`src/rtl/alu_sel_encoder.sv`:
```
// alu_sel_encoder: one-hot ALU request to 2-bit select, skid-buffered; ALU_SEL_ONEHOT_CHECK_EN drops malformed requests and raises ERR
module alu_sel_encoder (
  input  logic CLK,
  input  logic RST,
  input  logic REQ_ADD,
  input  logic REQ_ANDI,
  input  logic REQ_SRAI,
  input  logic REQ_XOR,
  input  logic IN_VALID,
  output logic IN_READY,
  output logic SEL1,
  output logic SEL2,
  output logic OUT_VALID,
  input  logic OUT_READY,
  output logic ERR,
  input  logic ERR_CLR
);
  logic [3:0] req;
  logic [1:0] code, main_c, skid_c;
  logic main_v, skid_v, acc, tx, bad, store;
  assign req = {REQ_XOR, REQ_SRAI, REQ_ANDI, REQ_ADD};
  // priority XOR > SRAI > ANDI > ADD; identical to plain encoding for one-hot input
  assign code = {req[3] | req[2], req[3] | (~req[2] & req[1])};
  assign bad = (req == 4'd0) | ((req & (req - 4'd1)) != 4'd0);
  assign acc = IN_VALID & IN_READY;
  assign tx = main_v & OUT_READY;
  assign IN_READY = ~skid_v;
  assign OUT_VALID = main_v;
  assign {SEL1, SEL2} = main_c;
`ifdef ALU_SEL_ONEHOT_CHECK_EN
  assign store = acc & ~bad;
  always_ff @(posedge CLK or posedge RST)
    if (RST) ERR <= 1'b0;
    else ERR <= (acc & bad) ? 1'b1 : ERR_CLR ? 1'b0 : ERR;
`else
  logic unused_chk;
  assign store = acc;
  assign ERR = 1'b0;
  assign unused_chk = ERR_CLR | bad;
`endif
  always_ff @(posedge CLK or posedge RST)
    if (RST) begin
      main_v <= 1'b0;
      main_c <= 2'd0;
      skid_v <= 1'b0;
      skid_c <= 2'd0;
    end else if (!main_v || tx) begin
      if (skid_v) begin
        main_v <= 1'b1;
        main_c <= skid_c;
        skid_v <= store;
        skid_c <= code;
      end else begin
        main_v <= store;
        main_c <= store ? code : main_c;
      end
    end else if (store) begin
      skid_v <= 1'b1;
      skid_c <= code;
    end
endmodule

```
`config.mk`:
```
export PLATFORM = sky130hd
export DESIGN_NAME = alu_sel_encoder
export DESIGN_NICKNAME = d
export VERILOG_FILES = /design/src/rtl/alu_sel_encoder.sv
export SDC_FILE = /design/constraint.sdc
export NUM_CORES = 1
export LEC_CHECK = 0
export CAP_MARGIN = 20
export CORE_AREA = 2 2 39 41
export DETAILED_ROUTE_END_ITERATION = 16
export DIE_AREA = 0 0 41 43
export REMOVE_ABC_BUFFERS = 1
export SLEW_MARGIN = 20
export SYNTH_ARGS = -nofsm -noshare
export SYNTH_HDL_FRONTEND = slang
export SYNTH_SLANG_ARGS = --single-unit
```
`constraint.sdc`:
```
create_clock -name CLK -period 1.56 [get_ports CLK]
set_clock_uncertainty 0.15 [all_clocks]
set_input_delay 0.156 -clock CLK [delete_from_list [all_inputs] [get_ports CLK]]
set_output_delay 0.156 -clock CLK [all_outputs]
set_load 0.05 [all_outputs]
```
; After elaboration in Yosys (flattened, before gate mapping)
; Index checks and enable logic that the tools add are counted.
[op_classes]
n_eq_ne = 1
mux = 8
bitwise = 7
n_reduce_logical = 6
[op_table]
columns = op, n
row1 = two-way mux 2 bit, 4
row2 = two-way mux 1 bit, 4
row3 = AND reduction 2 bit, 2
row4 = nonzero test 2 bit, 2
row5 = AND 1 bit, 3
row6 = "!= test 2 bit, second input constant", 1
row7 = inverter 1 bit, 2
row8 = OR 1 bit, 2
row9 = logical NOT 1 bit, 1
row10 = logical OR 1 bit, 1
[word_totals]
regBits = 6
out_inout_bits = 5

; Longest topological paths before layout
[depth]
depth_word = 5
depth_mapped = 3

; Worst setup path before layout
; No wires, ideal clock.
[synth_timing]
kind = reg2reg
from = reg main_v, in the netlist OUT_VALID
to = reg skid_c[1]
setup_ps = 139
arrival_time_ps = 1225
required_time_ps = 1271
setup_slack_ps = 46
stages_incl_launch_ff = 4
path_cell_list = dfrtp_1 or3b_1 o311ai_0 o31ai_1
[synth_via]
elab_chain_cells = 4
[synth_lines]
columns = item, line_no
row1 = start: declaration, 20  ; logic main_v, skid_v, acc, tx, bad, store;
row2 = start signal: assignment, 54  ; main_v <= store;
row3 = AND 1 bit / logical NOT 1 bit (equally long branches), "26, 47"
row4 = logical OR 1 bit (*), 47  ; end else if (!main_v || tx) begin
row5 = != test 2 bit (no line) / nonzero test 2 bit (equally long branches), n/a
row6 = AND reduction 2 bit (no line), n/a
row7 = end signal: assignment, 52  ; skid_c <= code;
row8 = end signal: assignment, 59  ; skid_c <= code;
row9 = end: declaration, 19  ; logic [1:0] code, main_c, skid_c;
; Every way passes the cells marked *; elsewhere a longest branch is shown, timed or not.
; A chain may end at the register's enable or synchronous reset.

; Worst setup path after layout
; Same ends and word-level chain as after synthesis.

==> impl_metrics.tcl <==
set metrics [dict create \
    fmax_mhz 745 \
    synthTopCellsByCount "dfrtp_1 (6), nand2_1 (3), nor2_1 (3)" \
    grt-ovfl-total 0 \
    clkLatencyLatePin_ps 240 \
    grt_usage 0.116 \
    post-route-period-util 0.861 \
    ys_top_cells_by_area "dfrtp_1 (44%), o221a_1 (6.5%), o21bai_1 (4.4%)" \
    reg2reg_from "OUT_VALID" \
    ant_nets 0 \
    place_ws_ps 12.6 \
    min_path_type "reg2reg" \
    finalSetupViolations 0 \
    cts_sinks 6 \
    cts_buffer_depth 2 \
    htreeDepth 1 \
    start_util 0.249 \
    die_width_um 41 \
    holdPathEnd "main_c[1]" \
    vias_per_cell 4.72 \
    cp.required_ps 1510 \
    drc 0 \
    antenna_found_initial 0 \
    whs_ps 426 \
    antenna-diode-count 0 \
    synth_top_area_share 0.436 \
    synth.distinct_cells 21 \
    power_leakage_uw 0.000225 \
    cts-hold-fix-buffers 1 \
    startpoint_type "flip-flop" \
    status "complete, no violations" \
    die_y_um 43 \
    ir_drop_uv 468 \
    ys.flop_type "dfrtp_1" \
    grt_pass1_vias 298 \
    io_buffer_count 10 \
    syn_to_final_growth_pct 56.0 \
    drive_above_1_share 0.204 \
    power_uw 561 \
    synth_area_per_cell_um2 9.83 \
    die-area_mm2 0.00176 \
    r2r_end "skid_c[1]" \
    synth_top_area_cell "dfrtp_1" \
    arrival_ps 1290 \
    n_fill_cell 146 \
    worstRegToRegCells 3 \
    drt_iter0_drc 3 \
    period_minus_slack_ps 1340 \
    drv_slew 0 \
    endpoint_kind "flip-flop" \
    cts.clk_slew.worst_paths_ps 40 \
    worst_slack_ps 218 \
    grt_pass1_wl_um 1270 \
    cts_tree "done" \
    critPathKind "reg2reg" \
    hp-start "skid_c[1]" \
    rsz0062_at_grt "false" \
    post-cts-setup-buffers 0 \
    netlist_instances 35 \
    syn_area_um2 344 \
    finalSetupTns_ps 0 \
    cp_max_fo 5 \
    ys_seq_area_frac 0.436 \
    grt_start_max_net_pins 9 \
    cts_resized 0 \
    post_dp_cell_area_um2 504 \
    fin_nets 60 \
    gp_congestion 0.701 \
    cts_root_buf "clkbuf_4" \
    cap_violations 0 \
    cts_made_buffers 3 \
    power_density_mw_per_mm2 1050 \
    io_pins 14 \
    async_reset_ff_frac 1.00 \
    hold_viol_final 0 \
    r2r_slack_ps 220 \
    synth_seq_cells 6 \
    design_area_um2 537 \
    vias 307 \
    yosysWarnings 0 \
    yosysMostFrequentCell "dfrtp_1" \
    coreArea_mm2 0.00138 \
    dr.pass1.iters 3 \
    rows 14 \
    wl_um 733 \
    synth_edf_count 0 \
    min_path_cells 1 \
    routedWlPerCell_um 11.3 \
    hpwl_um 552 \
]
## metrics by stage
stage,utilization,std cells
global route,0.388,65
floorplan,-,34
detailed placement,0.364,61
CTS,0.388,65
global placement,0.364,61
finish,0.388,65
## layout make-up
cell class	instances	area, µm²	area share
clock buffer	3	22.5	0.0420
inverter	2	7.51	0.0140
multi-input combinational	26	179	0.333
sequential	6	150	0.280
tap	16	20.0	0.0373
timing repair buffer	12	158	0.294
## worst max path at each step
stage / startpoint / endpoint / slack, ps / cells after the start
3_3_place_gp: OUT_READY / main_c[1] / 10 / 4
4_1_cts: OUT_VALID / skid_c[1] / 200 / 3
3_5_place_dp: OUT_READY / skid_c[1] / 10 / 4
5_1_grt: OUT_VALID / skid_c[1] / 150 / 3
6_report: OUT_VALID / skid_c[1] / 220 / 3
2_1_floorplan: OUT_VALID / skid_c[1] / 50 / 3
## state kept, by name (all words and copies together), names as in the netlist
| name | count |
|---|---|
| main_c | 2 |
| skid_v | 1 |
| OUT_VALID | 1 |
| skid_c | 2 |
## placed cells by master (no fill, tap or decap), types with 2 or more instances in the layout
master,instances
inv_1,2
nor2_1,3
nor2b_1,2
nand2_1,3
buf_12,4
dfrtp_1,6
o221a_1,2
o21bai_1,2
nor3_1,2
clkbuf_4,3
clkdlybuf4s50_1,6
## layer usage
| layer | part of all wire | up-vias | global-route usage |
|---|---|---|---|
| met5 | 0 | - | 0 |
| met4 | 0.042 | 0 | 0.120 |
| met3 | 0.078 | 4 | 0.0471 |
| met2 | 0.42 | 10 | 0.125 |
| met1 | 0.46 | 140 | 0.156 |
| li1 | - | 153 | - |
## cells by family (layout without fill, tap and decap cells)
family / Yosys count / in the layout / synth area share
other: 1 / 1 / 0.0109
and+or+nand+nor: 17 / 17 / 0.313
AOI/OAI and AO/OA: 8 / 8 / 0.196
buffers and inverters: 3 / 17 / 0.0437
DFF: 6 / 6 / 0.436
## critical path, stage by stage, from the launching register on
cell and delay [ps]:
dfrtp_1 450, or3b_1 370, o311ai_0 110, o31ai_1 140
## power breakdown
group	switching, µW	total [µW]	internal, µW
sequential	27.2	209	182
clock	52.7	140	86.8
combinational	104	213	109
Note: power is estimated with default switching activity, not from simulation.
